## src/rtl/display_pkg.sv

```systemverilog
// display_pkg: shared states, segment constants and glyph decode for the display path
package display_pkg;
    typedef enum logic [1:0] {IDLE, SHIFT, DONE} state_t;
    localparam int DIGITS = 4;
    localparam logic [6:0] SEG_BLANK = 7'b1111111;
    localparam logic [6:0] SEG_DASH = 7'b0111111;
    localparam logic [6:0] GLYPH [10] = '{
        7'b1000000, 7'b1111001, 7'b0100100, 7'b0110000, 7'b0011001,
        7'b0010010, 7'b0000010, 7'b1111000, 7'b0000000, 7'b0010000
    };
    // Codes 10..15 never come out of a valid BCD digit; show nothing for them
    function automatic logic [6:0] seg_of(input logic [3:0] d);
        return d < 4'd10 ? GLYPH[d] : SEG_BLANK;
    endfunction
endpackage

```

## src/rtl/module_bin2bcd.sv

```systemverilog
// module_bin2bcd: sequential 16-bit binary to 5-digit BCD converter (shift-add-3)
module module_bin2bcd
    import display_pkg::*;
(
    input  logic        clk,
    input  logic        rst_n,
    input  logic        start,
    input  logic [15:0] bin,
    output logic        busy,
    output logic        done,
    output logic [19:0] bcd
);
    state_t state, state_n;
    logic [15:0] sr;
    logic [3:0] cnt;
    logic [19:0] adj;
    always_ff @(posedge clk or negedge rst_n)
        if (!rst_n) state <= IDLE;
        else state <= state_n;
    always_comb begin
        state_n = state == IDLE  ? (start ? SHIFT : IDLE) :
                  state == SHIFT ? (cnt == 4'd15 ? DONE : SHIFT) : IDLE;
        adj = bcd;
        for (int i = 0; i < 5; i++)
            adj[4*i +: 4] = bcd[4*i +: 4] >= 4'd5 ? bcd[4*i +: 4] + 4'd3 : bcd[4*i +: 4];
    end
    always_ff @(posedge clk or negedge rst_n)
        if (!rst_n) begin
            sr <= '0;
            bcd <= '0;
            cnt <= '0;
        end else if (state == IDLE && start) begin
            sr <= bin;
            bcd <= '0;
            cnt <= '0;
        end else if (state == SHIFT) begin
            bcd <= {adj[18:0], sr[15]};
            sr <= {sr[14:0], 1'b0};
            cnt <= cnt + 4'd1;
        end
    assign busy = state != IDLE;
    assign done = state == DONE;
endmodule

```

## src/rtl/module_display_scan.sv

```systemverilog
// module_display_scan: converts a 16-bit value to BCD and scans it onto a 4-digit 7-segment display
module module_display_scan
    import display_pkg::*;
#(
    parameter int REFRESH_DIV = 27000,
    parameter bit BLANK_LZ = 1
) (
    input  logic        clk,
    input  logic        rst_n,
    input  logic [15:0] numero_in,
    output logic        busy_o,
    output logic        done_o,
    output logic [3:0]  anodo_po,
    output logic [6:0]  seg_po
);
    localparam int RW = $clog2(REFRESH_DIV);
    localparam int IW = $clog2(DIGITS);
    localparam logic [RW-1:0] RMAX = RW'(REFRESH_DIV - 1);
    logic [15:0] last_val;
    logic [19:0] digs, digs_n, bcd;
    logic [RW-1:0] rcnt;
    logic [IW-1:0] idx, idx_n;
    logic start, bcd_done, wrap, lz;
    logic [3:0] digit;
    logic [6:0] seg_n;
    module_bin2bcd u_bin2bcd (
        .clk(clk), .rst_n(rst_n), .start(start), .bin(numero_in),
        .busy(busy_o), .done(bcd_done), .bcd(bcd)
    );
    // Decode from the next-state digits so a new value lands on the done edge, never mid-slot later
    always_comb begin
        start = !busy_o && numero_in != last_val;
        wrap = rcnt == RMAX;
        idx_n = idx + IW'(wrap);
        digs_n = bcd_done ? bcd : digs;
        digit = digs_n[{idx_n, 2'b00} +: 4];
        lz = BLANK_LZ && idx_n != '0 && (digs_n[15:0] >> {idx_n, 2'b00}) == 16'd0;
        seg_n = digs_n[19:16] != 4'd0 ? SEG_DASH : lz ? SEG_BLANK : seg_of(digit);
    end
    always_ff @(posedge clk or negedge rst_n)
        if (!rst_n) begin
            last_val <= '0;
            digs <= '0;
            rcnt <= '0;
            idx <= '0;
            done_o <= 1'b0;
            anodo_po <= 4'b1110;
            seg_po <= GLYPH[0];
        end else begin
            if (start) last_val <= numero_in;
            digs <= digs_n;
            rcnt <= wrap ? '0 : rcnt + 1'b1;
            idx <= idx_n;
            done_o <= bcd_done;
            anodo_po <= ~(4'b0001 << idx_n);
            seg_po <= seg_n;
        end
endmodule

```

## config.mk

```make
export PLATFORM = sky130hd
export DESIGN_NAME = module_display_scan
export DESIGN_NICKNAME = d
export VERILOG_FILES = /design/src/rtl/display_pkg.sv /design/src/rtl/module_bin2bcd.sv /design/src/rtl/module_display_scan.sv
export SDC_FILE = /design/constraint.sdc
export NUM_CORES = 1
export LEC_CHECK = 0
export ABC_AREA = 1
export CAP_MARGIN = 10
export CORE_ASPECT_RATIO = 1.5
export CORE_MARGIN = 2
export CORE_UTILIZATION = 55
export DETAILED_ROUTE_END_ITERATION = 7
export GPL_ROUTABILITY_DRIVEN = 1
export HOLD_SLACK_MARGIN = 0.02
export PLACE_DENSITY = 0.74
export SYNTH_ARGS = -nofsm -noshare
export SYNTH_HDL_FRONTEND = slang
export SYNTH_SLANG_ARGS = --single-unit
```

## constraint.sdc

```tcl
create_clock -name clk -period 7.78 [get_ports clk]
set_clock_uncertainty 0.05 [all_clocks]
set_input_delay 1.167 -clock clk [delete_from_list [all_inputs] [get_ports clk]]
set_output_delay 1.167 -clock clk [all_outputs]
set_load 0.02 [all_outputs]
```

Word level (Yosys, flattened, before mapping)
Memory sizes are Yosys's and may differ from the RTL's.
Cells that the tools add are included.
{ "word_totals": {"reg_bits": 107, "latch_bits": 0, "ram_bits": 0, "rom_bits": 112, "in_bits": 18, "output_inout_bits": 13, "word_cells": 69, "memories": 1} }
{ "memory_table": {"columns": ["memory", "depth", "width", "read_ports", "rd_clocked_by_memory_dff", "wr", "line_no", "text"], "rows": [
  ["(no name shown)", 16, 7, 1, 0, 0, "display_pkg.sv:13", "return d < 4'd10 ? GLYPH[d] : SEG_BLANK;"]
]} }
{ "op_classes": {"add_sub_neg": 8, "n_mul": 0, "div_mod_pow": 0, "order_cmp": 7, "n_eq_ne": 5, "shifts": 3, "mux": 22, "bitwise": 2, "n_reduce_logical": 10} }
{ "op_table": {"columns": ["operator", "count"], "rows": [
  ["$mux W20", 3],
  ["$mux W7", 5],
  ["$mux W16", 2],
  ["$mux W4", 6],
  ["$ge A4 B3 Y1 const B", 5],
  ["$shiftx A20 B5 Y4", 1],
  ["$add A4 B2 Y4 const B", 4],
  ["$logic_not A16 Y1", 1],
  ["$ne A16 B16 Y1", 1],
  ["$shr A16 B4 Y16", 1],
  ["$add A15 B1 Y15 const B", 1],
  ["$eq A15 B15 Y1 const B", 1],
  ["$mux W15", 1],
  ["$mux W2", 3],
  ["$reduce_bool A2 Y1", 3],
  ["$ge A5 B5 Y1 const B", 1],
  ["$not A4 Y5", 1],
  ["$add A4 B1 Y4 const B", 1],
  ["$eq A4 B4 Y1 const B", 1],
  ["$lt A4 B4 Y1 const B", 1],
  ["$not A4 Y4", 1],
  ["$reduce_bool A4 Y1", 1],
  ["$shl A1 B2 Y4 const A", 1],
  ["$add A3 B2 Y3 const B", 1],
  ["other kinds (8)", 10]
]} }

Longest topological paths before layout
Gate-level depths: netlist of run 1.
{ "logic_depth": {"ltp_word": 10, "ltp_mapped": 21, "ltp_nobuf": 21} }

Cells and area by module
From an unflattened synthesis of run 1, not the netlist that was laid out.
{ "unflattened": {"cells_unflattened": 720, "hier_area_um2": 5580.4} }
{ "modules_own_cells": {"columns": ["module", "instances", "cells_per_inst", "area_each_um2", "seq_area_each_um2"], "rows": [
  ["module_display_scan", 1, 431, 3347.0, 1631.6],
  ["module_bin2bcd", 1, 289, 2233.4, 1051.0]
]} }

Worst setup path after synthesis of run 1
OpenSTA, ideal clock, no wires.
{ "synth_path": {"kind": "register -> register", "start": "reg rcnt[0]", "end": "reg seg_po[3]", "setup_time_ns": 0.135, "arrival_ns": 2.761, "required_time_ns": 7.595, "path_slack_ns": 4.834, "stages_incl_launch_ff": 18, "path_buffers": 1, "period_less_slack_ns": 2.946, "cell_sequence": "dfrtp_1 ha_1 nand2_1 nor2_1 nand4_1 nor3_2 ha_1 buf_2 inv_2 nand3_1 nor2_1 nor2_1 nand2_1 inv_1 ha_1 nand2_1 nand3_1 nand4_1"} }
{ "synth_between": {"elab_chain_len": 10, "word_cells_on_any_way": 15, "classes_between": "add/sub (1); order compare (1); eq/ne (1); shift (2); mux (5); bitwise (1); reduce/logical (3); memory (1)"} }
{ "synth_rtl": {"columns": ["element", "line_no", "text"], "rows": [
  ["start, declared", "module_display_scan.sv:21", "logic [RW-1:0] rcnt;"],
  ["start signal, assigned", "module_display_scan.sv:52", "rcnt <= wrap ? '0 : rcnt + 1'b1;"],
  ["$eq A15 B15 Y1 *", "module_display_scan.sv:33", "wrap = rcnt == RMAX;"],
  ["$add A2 B1 Y2 *", "module_display_scan.sv:34", "idx_n = idx + IW'(wrap);"],
  ["via idx_n[0]", "module_display_scan.sv:22", "logic [IW-1:0] idx, idx_n;"],
  ["$shiftx A20 B5 Y4", "module_display_scan.sv:36", "digit = digs_n[{idx_n, 2'b00} +: 4];"],
  ["$not A4 Y5 (not written as such)", "display_pkg.sv:13", null],
  ["$mem_v2 Z16 W7", null, null],
  ["$mux W7 (not written as such) (2 in series)", "display_pkg.sv:13", null],
  ["$mux W7", "display_pkg.sv:13", null],
  ["$mux W7 * (2 in series)", "module_display_scan.sv:38", "seg_n = digs_n[19:16] != 4'd0 ? SEG_DASH : lz ? SEG_BLANK : seg_of(digit);"],
  ["via seg_n[3]", "module_display_scan.sv:25", "logic [6:0] seg_n;"],
  ["end signal, assigned", "module_display_scan.sv:48", "seg_po <= GLYPH[0];"],
  ["end signal, assigned", "module_display_scan.sv:56", "seg_po <= seg_n;"],
  ["end, declared", "module_display_scan.sv:14", "output logic [6:0] seg_po"]
]} }
The timed path passes the listed nets; every way through them passes the cells marked *. The select of a mux whose other input is x is not followed.
A chain may end at the register's enable or synchronous reset.

Worst setup path in the final report of run 1
{ "layout_path": {"start": "reg rcnt[0]", "end": "reg seg_po[6]"} }
The elaborated chain is that of the path after synthesis.

==> out/qor.csv, run 1 <==
metric;value;unit
cts_made_buffers;9;
synth_area_leaders;dfrtp_1 48%, nand2_1 12%, nand3_1 8.5%;
path_buf_inv;4;
start_util;56.18;%
use_met2;39.46;%
ys_top_cells_by_count;166 x nand2_1, 103 x dfrtp_1, 91 x nand3_1;
fmax;278.6;MHz
synth_edf_count;0;
drt_iter0_drc;226;
num_vias;4408;
hold_ws;0.4181;ns
synth_area;5381;um^2
dr.pass1.iters;4;
power_density;375.6;nW/um^2
hp-class;reg -> reg;
status;completed;
antenna_found_initial;0;
dieArea;10610;um^2
worstPathMaxFanout;10;
grt_first_pass_wirelength;19020;um
dp_hpwl;7562;um
port_buffers;30;
cts.reportedPaths.clkPinSlew;0.07;ns
critPathMaxStageDelay;0.45;ns
fin_crit_sh;46.14;%
rows;44;
synth_fp_nets;705;
dp_cells;798;
slew_headroom;43.47;%
gr-total-overflow;0;
cts_hold_repair.buffers;0;
fin_ws;4.190;ns
cts_resized;0;
cp-start-kind;flip-flop;
drt-vias-per-instance;5.415;
globalRouteMet3Util;3.432;%
h-tree-depth;3;
end_kind;flip-flop;
dp_slack;3.984;ns
rsz0062_at_grt;no;
gp_congestion;0.9187;
maxSlewViolCount;0;
syn_inst;669;
wirelength;10710;um
drc;0;
n_antenna_cell;0;
hold_violations;0;
ys.flop_type;dfrtp_1;
gr-usage-met1;26.14;%
placed_area;5743;um^2
tightest_slew;0.8480;ns
ys_seq_area_share;49.85;%
grt_start_max_net_pins;69;
synth_top_area_share;47.90;%
arrival;3.83;ns
dieHeight;125.1;um
max_cap_violations;0;
drive_above_1_share;5.150;%
stdcell_area;6040;um^2
grt_pass1_vias;4328;
grtUsageTotal;21.75;%
insertion_delay;0.35;ns
root_buffer;clkbuf_16;
yosysTopAreaCell;dfrtp_1;
leakage;0.002991;uW
postCtsSetupRepairBufs;0;
cts_max_path_buffers;2;
wl_per_cell;13.15;um
drtAntennaViolNets;0;
core_area;9579;um^2
final_nets;730;
die_x;84.77;um
ios;31;
finalCriticalPeriod;3.590;ns
cts_sinks;107;
crit_top_cell;nor2_1;
cp_slowest_cell;ha_1;
ir_drop;0.0001971;V
area_delta_synth_final;12.23;%
setup_tns;0;ns
yosysMostFrequentCell;nand2_1;
crit_required;8.02;ns
path_delay_family;simple AND/OR/NAND/NOR gates;
worstSetupPathType;reg -> reg;
async_reset_ff_share;100.0;%
syn-mean-instance-area;8.044;um^2
grt_busiest_layer;met2;
yosys_warnings;0;
synth.distinct_cells;28;
final-setup-viol-count;0;
fin_cells;814;
critical_path.cell_chain;ha_1 -> nand2_1 -> nor2_1 -> nand4_1 -> nor3_2 -> ha_1 -> inv_2 -> nand3_1 -> inv_1 -> nand2_1 -> nand4_1 -> inv_1 -> ha_1 -> inv_1 -> a21oi_1 -> nand2_1 -> nor2_1 -> nor2_1 -> nor2_1;
tritoncts;yes;
ys_ff_latch;107;
==> routing by layer <==
metal	share of wire, %	vias to the layer above
met2	52	76
met1	43	2101
met5	0	-
li1	-	2216
met3	2.6	15
met4	2.0	0
==> placed cells by master, fill, tap and decap left out, drive strengths merged <==
cell	count
nand2	168
clkinv	1
inv	77
a21oi	29
clkbuf	12
buf	5
dfrtp	103
dfstp	4
o21ai	57
nor2	57
nor4	1
ha	18
bufinv	1
xor2	9
clkinvlp	2
clkdlybuf4s50	29
nand4	10
nand3b	1
nor3	11
o211ai	4
xnor2	6
nand3	92
or2	2
==> cell families (layout without fill, tap and decap cells) <==
family	after synthesis	after routing	synth area share [%]
and+or+nand+nor	342	342	27.34
buffers and inverters	97	127	7.417
xor gates and xnor gates	15	15	2.441
adders and majority gates	18	18	4.185
DFF	107	107	49.85
AOI/OAI and AO/OA	90	90	8.766
==> metrics by stage <==
step                util [%]  total power, uW
floorplan                  -             1585
global placement       59.95             1775
detailed placement     59.95             1825
CTS                    63.05             2284
global route           63.05             2480
finish                 63.05             2268
==> area by class of cell <==
class,count,area (um^2)
Timing Repair Buffer,34,327.8
Sequential cell,107,2683
Clock buffer,12,246.5
Multi-Input combinational cell,465,2300
Clock inverter,4,50.05
Fill cell,872,3540
Inverter,77,289.0
Tap cell,115,143.9
==> final timing paths <==
kind,startpoint,to,slack [ns],cells past startpoint
worst max-delay path,rcnt[0],seg_po[6],4.19,19
worst min-delay path,digs[6],digs[6],0.42,2
worst max register to register,rcnt[0],seg_po[6],4.19,19
worst min register to register,digs[6],digs[6],0.42,2
max in group asynchronous,rst_n,last_val[13],5.71,2
min in group asynchronous,rst_n,rcnt[2],0.74,1
==> registers in the layout, summed over array words and instances, names as in the netlist <==
signal,cells
u_bin2bcd.state,2
seg_po,7
rcnt,15
u_bin2bcd.sr,16
u_bin2bcd.cnt,4
last_val,16
idx,2
anodo_po,4
digs,20
done_o,1
u_bin2bcd.bcd,20
==> where the power goes <==
part / switching (uW) / total, uW / internal, uW
combinational: 574 / 909 / 335
clock: 196 / 454 / 258
sequential: 130 / 906 / 776
==> worst reg2reg max path, stage by stage (launching register included) <==
cell	delay, ns
dfrtp_1	0.40
ha_1	0.20
nand2_1	0.08
nor2_1	0.20
nand4_1	0.13
nor3_2	0.41
ha_1	0.45
inv_2	0.18
nand3_1	0.20
inv_1	0.08
nand2_1	0.07
nand4_1	0.20
inv_1	0.18
ha_1	0.16
inv_1	0.05
a21oi_1	0.19
nand2_1	0.08
nor2_1	0.09
nor2_1	0.06
nor2_1	0.08
Note: power is estimated with default switching activity, not from simulation.
==> run 2: changes to the inputs <==
--- a/config.mk
+++ b/config.mk
@@ -9,11 +9,11 @@
 export CAP_MARGIN = 10
 export CORE_ASPECT_RATIO = 1.5
 export CORE_MARGIN = 2
-export CORE_UTILIZATION = 55
+export CORE_UTILIZATION = 54
 export DETAILED_ROUTE_END_ITERATION = 7
 export GPL_ROUTABILITY_DRIVEN = 1
 export HOLD_SLACK_MARGIN = 0.02
-export PLACE_DENSITY = 0.74
+export PLACE_DENSITY = 0.76
 export SYNTH_ARGS = -nofsm -noshare
 export SYNTH_HDL_FRONTEND = slang
 export SYNTH_SLANG_ARGS = --single-unit
==> constraint.sdc (replaced) <==
create_clock -name clk -period 3.25 [get_ports clk]
set_clock_uncertainty 0.05 [all_clocks]
set_input_delay 0.4875 -clock clk [delete_from_list [all_inputs] [get_ports clk]]
set_output_delay 0.4875 -clock clk [all_outputs]
set_load 0.02 [all_outputs]
==> out/qor.csv, run 2 (same netlist as run 1, synthesis figures left out) <==
metric;value;unit
h-tree-depth;3;
gr-usage-met1;26.55;%
layout_commonest_cell;nand2_1;
gr-total-overflow;0;
cts.reportedPaths.clkPinSlew;0.06;ns
area_delta_synth_final;13.90;%
end_kind;flip-flop;
core_area;9689;um^2
grt_pass1_vias;4566;
rows;44;
layout_common_cells;163 x nand2_1, 103 x dfrtp_1, 91 x nand3_1;
critical_path.cell_chain;ha_1 -> nand2_1 -> nor2_2 -> nand4_1 -> nor3_4 -> ha_4 -> inv_2 -> nand3_1 -> inv_1 -> nand2_1 -> nand4_1 -> inv_2 -> ha_1 -> nand2_1 -> nand3_1 -> nand4_1;
tritoncts;yes;
netSwitchingFraction;40.15;%
dieHeight;126.3;um
drc;0;
wl_per_cell;13.82;um
power_density;902.6;nW/um^2
cp-start-kind;flip-flop;
path_delay_family;simple AND/OR/NAND/NOR gates;
comb_power_share;41.1;%
setup_tns;0;ns
wirelength;11360;um
globalRouteMet3Util;5.242;%
antenna_found_initial;0;
status;completed;
grt_first_pass_wirelength;20020;um
grtUsageTotal;23.06;%
largest_registers;digs (20), u_bin2bcd.bcd (20);
drt_iter0_drc;254;
max_cap_violations;0;
final-setup-viol-count;0;
hold_violations;0;
path_buf_inv;3;
cts_sinks;107;
cts_hold_repair.buffers;0;
arrival;3.20;ns
ios;31;
ir_drop;0.0005173;V
fmax;329.9;MHz
dp_hpwl;7995;um
cts_max_path_buffers;2;
dr.pass1.iters;5;
utilization;63.26;%
seqPwrFrac;39.3;%
final_nets;738;
clockPowerShare;19.6;%
drt-vias-per-instance;5.538;
insertion_delay;0.35;ns
n_antenna_cell;0;
cts_made_buffers;9;
crit_required;3.42;ns
worstSetupPathType;reg -> reg;
rsz0062_at_grt;no;
drtAntennaViolNets;0;
grt_start_max_net_pins;70;
root_buffer;clkbuf_16;
drive_above_1_share;7.072;%
critPathMaxStageDelay;0.38;ns
grt_busiest_layer;met2;
switching_power;2222;uW
maxSlewViolCount;0;
leakage;0.003043;uW
hp-class;in -> async;
tightest_slew;0.8748;ns
slew_headroom;41.68;%
num_vias;4552;
cp_slowest_cell;dfrtp_1;
fin_crit_sh;93.28;%
finalCriticalPeriod;3.032;ns
p_int;3311;uW
port_buffers;30;
use_met2;38.88;%
start_util;55.54;%
dieArea;10800;um^2
worstPathMaxFanout;10;
die_x;85.51;um
gp_congestion;0.9052;
run 2: cell count changes in the layout (fill, tap and decap cells not counted), sizes merged:
cell,delta
clkbuf,+2
buf,+8
clkinvlp,-2
run 2: routing by layer:
metal | vias up | part of all wire, %
met5 | - | 0
met4 | 0 | 4.2
met3 | 37 | 3.4
met2 | 98 | 51
met1 | 2183 | 41
li1 | 2234 | -
run 2: path summary, 6_finish.rpt:
check	startpoint	endpoint	slack, ns	depth (start not counted)
hold / removal	rst_n	u_bin2bcd.bcd[7]	0.20	1
hold reg to reg	digs[2]	digs[2]	0.43	2
min in group clk	digs[2]	digs[2]	0.43	2
max in group asynchronous	rst_n	u_bin2bcd.bcd[9]	2.14	2
setup / recovery	rcnt[0]	seg_po[3]	0.22	16
setup reg to reg	rcnt[0]	seg_po[3]	0.22	16
run 2: metrics by stage:
stage               total power (uW)  instance area (um^2)  setup WS, ns  hold WS, ns  cells
global placement                4283                  5781        0.2551       0.4028    803
finish                          5533                  6130        0.2184       0.2009    822
detailed placement              4411                  5781       0.08245       0.4119    803
global route                    6023                  6130      0.002418       0.2796    822
floorplan                       3794                  5381        0.3041       0.1419    669
CTS                             5523                  6070       0.03794       0.2294    819
run 2: final cells by class:
class                      instances  area [um^2]
fill                             847         3560
sequential                       107         2683
multi-input combinational        465         2337
tap                              115        143.9
clock buffer                      14        254.0
timing repair buffer              42        387.9
inverter                          77        289.0
clock inverter                     2        35.03
run 2: power by group through the flow:
stage	clock, uW	combinational, uW	sequential (uW)
3_5_place_dp	0	2220	2190
5_1_grt	1160	2630	2230
4_1_cts	1110	2250	2170
6_report	1090	2280	2170
3_3_place_gp	0	2120	2160
2_1_floorplan	0	1650	2140
run 2: what timing repair did:
item / CTS / global route
buffers inserted: 0 / 3
endpoints found under the setup margin: 0 / 7
resized for setup: 0 / 11
==> run 3: changes to the inputs <==
--- a/config.mk
+++ b/config.mk
@@ -5,11 +5,11 @@
 export SDC_FILE = /design/constraint.sdc
 export NUM_CORES = 1
 export LEC_CHECK = 0
-export ABC_AREA = 1
 export CAP_MARGIN = 10
 export CORE_ASPECT_RATIO = 1.5
 export CORE_MARGIN = 2
 export CORE_UTILIZATION = 54
+export CTS_CLUSTER_SIZE = 10
 export DETAILED_ROUTE_END_ITERATION = 7
 export GPL_ROUTABILITY_DRIVEN = 1
 export HOLD_SLACK_MARGIN = 0.02
==> out/qor.csv, run 3 <==
metric;value;unit
dp_hpwl;7510;um
fin_ws;-0.2571;ns
antenna_found_initial;0;
cp-endpoint;seg_po[4];
syn-mean-instance-area;10.75;um^2
port_buffers;30;
grt_first_pass_wirelength;18260;um
r2r_setup_slack;-0.26;ns
wl_per_cell;16.11;um
final_nets;580;
hold_violations;0;
finalCriticalPeriod;3.507;ns
end_kind;flip-flop;
path_delay_family;simple AND/OR/NAND/NOR gates;
grt_start_max_net_pins;55;
grt_pass1_vias;3876;
layout_common_cells;103 x dfrtp_1, 86 x nand2_1, 37 x buf_4;
fin_crit_sh;107.9;%
violations;negative setup slack;
ys_top_cells_by_count;103 x dfrtp_1, 87 x nand2_1, 30 x xor2_1;
final-setup-viol-count;7;
n_antenna_cell;0;
synth.distinct_cells;53;
wirelength;10700;um
tightest_slew;1.166;ns
r2r_start;rcnt[9];
cp-start-kind;flip-flop;
dieArea;10520;um^2
drc;0;
leakage;0.002849;uW
cp_slowest_cell;or4b_4;
async_reset_ff_share;100.0;%
grtUsageTotal;21.34;%
hold_ws;0.1300;ns
dieHeight;124.6;um
cp.depth;13;
path_buf_inv;0;
syn_inst;487;
drtAntennaViolNets;0;
stdcell_area;6252;um^2
cts_made_buffers;9;
largest_registers;digs (20), u_bin2bcd.bcd (20);
synth_edf_count;0;
maxSlewViolCount;0;
critPathMaxStageDelay;0.55;ns
dr.pass1.iters;4;
start_util;54.66;%
fmax;285.1;MHz
crit_required;3.44;ns
placed_area;5876;um^2
rows;44;
drive_above_1_share;19.67;%
rsz0062_at_grt;yes;
synth_fp_nets;523;
status;finished with violations;
ys_ff_latch;107;
worstSetupPathType;reg -> reg;
synth_area_leaders;dfrtp_1 49%, nand2_1 6.2%, xor2_1 5.0%;
yosysTopAreaCell;dfrtp_1;
critical_path.cell_chain;or4b_4 -> nor4_4 -> ha_4 -> xnor2_4 -> mux4_2 -> mux2i_4 -> ha_2 -> nand2_2 -> a211oi_2 -> nand4b_1 -> o211ai_2 -> nor3_1 -> o31ai_1;
ios;31;
worst_r2r_path_depth;13;
max_cap_violations;0;
worstPathMaxFanout;5;
die_x;84.40;um
worstSetupStartpoint;rcnt[9];
fin_cells;664;
root_buffer;clkbuf_16;
ys.flop_type;dfrtp_1;
area_delta_synth_final;19.40;%
synth_area;5236;um^2
yosysMostFrequentCell;dfrtp_1;
insertion_delay;0.34;ns
synth_top_area_share;49.22;%
dp_cells;643;
tritoncts;yes;
ir_drop;0.0004915;V
arrival;3.69;ns
yosys_warnings;0;
h-tree-depth;3;
core_area;9579;um^2
cts.reportedPaths.clkPinSlew;0.07;ns
layout_commonest_cell;dfrtp_1;
drt_iter0_drc;237;
regToRegEndpoint;seg_po[4];
num_vias;3801;
cts_sinks;107;
hp-class;in -> async;
gr-total-overflow;0;
power_density;825.7;nW/um^2
slew_headroom;22.11;%
ys_seq_area_share;51.23;%
drt-vias-per-instance;5.724;
gp_congestion;0.8483;
cts_max_path_buffers;2;
run 3: cell types whose count changed in the layout (fill, tap and decap cells not counted), moves of 13 or more:
| cell | previous run | this run |
|---|---|---|
| nand3_1 | 91 | 13 |
| o21ai_0 | 54 | 24 |
| a22oi_1 | 0 | 15 |
| mux2_2 | 0 | 23 |
| xor2_1 | 9 | 30 |
| nand2_1 | 163 | 86 |
| buf_4 | 13 | 37 |
| a21oi_1 | 28 | 12 |
| inv_1 | 70 | 13 |
| nor2_1 | 53 | 21 |
| o22ai_1 | 0 | 13 |
run 3: cell families (layout without fill, tap and decap cells):
kind of cell / Yosys count / after routing / share of synthesized area, %
DFF: 107 / 107 / 51.23
xor gates and xnor gates: 39 / 39 / 6.667
AOI/OAI and AO/OA: 86 / 86 / 10.56
and+or+nand+nor: 167 / 167 / 14.93
adders and majority gates: 18 / 18 / 4.301
muxes: 35 / 35 / 9.534
buffers and inverters: 35 / 97 / 2.772
run 3: power breakdown:
group / internal [uW] / total (uW) / switching [uW] / leakage [uW]
clock: 682 / 1170 / 492 / 0.000158
combinational: 891 / 1840 / 949 / 0.00136
sequential: 1780 / 2150 / 371 / 0.00134
total: 3350 / 5160 / 1810 / 0.00285
run 3: what timing repair did:
| item | 4_1_cts | 5_1_grt |
|---|---|---|
| resized for setup | 1 | 2 |
| setup endpoints to repair | 7 | 7 |
| hold endpoints to repair | 0 | 0 |
| hold buffers | 0 | 0 |
| pin swaps | 4 | 1 |
| buffers inserted | 1 | 4 |
run 3: worst min-delay path by stage:
stage	end	start	slack, ns	cells after the start
floorplan	anodo_po[0]	rst_n	0.14	0
global placement	u_bin2bcd.sr[15]	u_bin2bcd.sr[15]	0.40	2
detailed placement	u_bin2bcd.sr[13]	u_bin2bcd.sr[13]	0.41	2
CTS	rcnt[4]	rst_n	0.16	1
global route	rcnt[5]	rst_n	0.19	1
finish	rcnt[4]	rst_n	0.13	1
run 3: area by class of cell:
type	count	area [um^2]
Timing Repair Buffer	66	568.0
Inverter	15	56.30
Fill cell	742	3327
Tap cell	115	143.9
Clock inverter	7	101.3
Multi-Input combinational cell	345	2475
Sequential cell	107	2683
Clock buffer	9	225.2
run 3: per-layer routing:
metal  vias to the layer above  wire (um)  global-route usage, %
li1                       1819          -                      -
met1                      1893       4356                  25.78
met2                        74       5744                  37.91
met3                        15        351                  3.446
met4                         0        246                  8.123
met5                         -          0                      0
run 3: worst reg2reg max path, delay by kind of cell, from the launching register on:
family | cells | cell delay (ns)
and+or+nand+nor | 5 | 1.10
muxes | 2 | 0.73
AOI/OAI and AO/OA | 3 | 0.59
adders and majority gates | 2 | 0.42
DFF | 1 | 0.38
xor gates and xnor gates | 1 | 0.14
run 3: per-stage QoR:
stage	setup TNS [ns]	worst slack (ns)	util, %	power [uW]
floorplan	-1.670	-0.2846	-	3397
global route	-2.458	-0.4080	65.27	5494
CTS	-0.8485	-0.1769	64.85	5152
global placement	-0.3320	-0.09335	61.34	3852
detailed placement	-0.6571	-0.1391	61.34	3962
finish	-1.253	-0.2571	65.27	5163
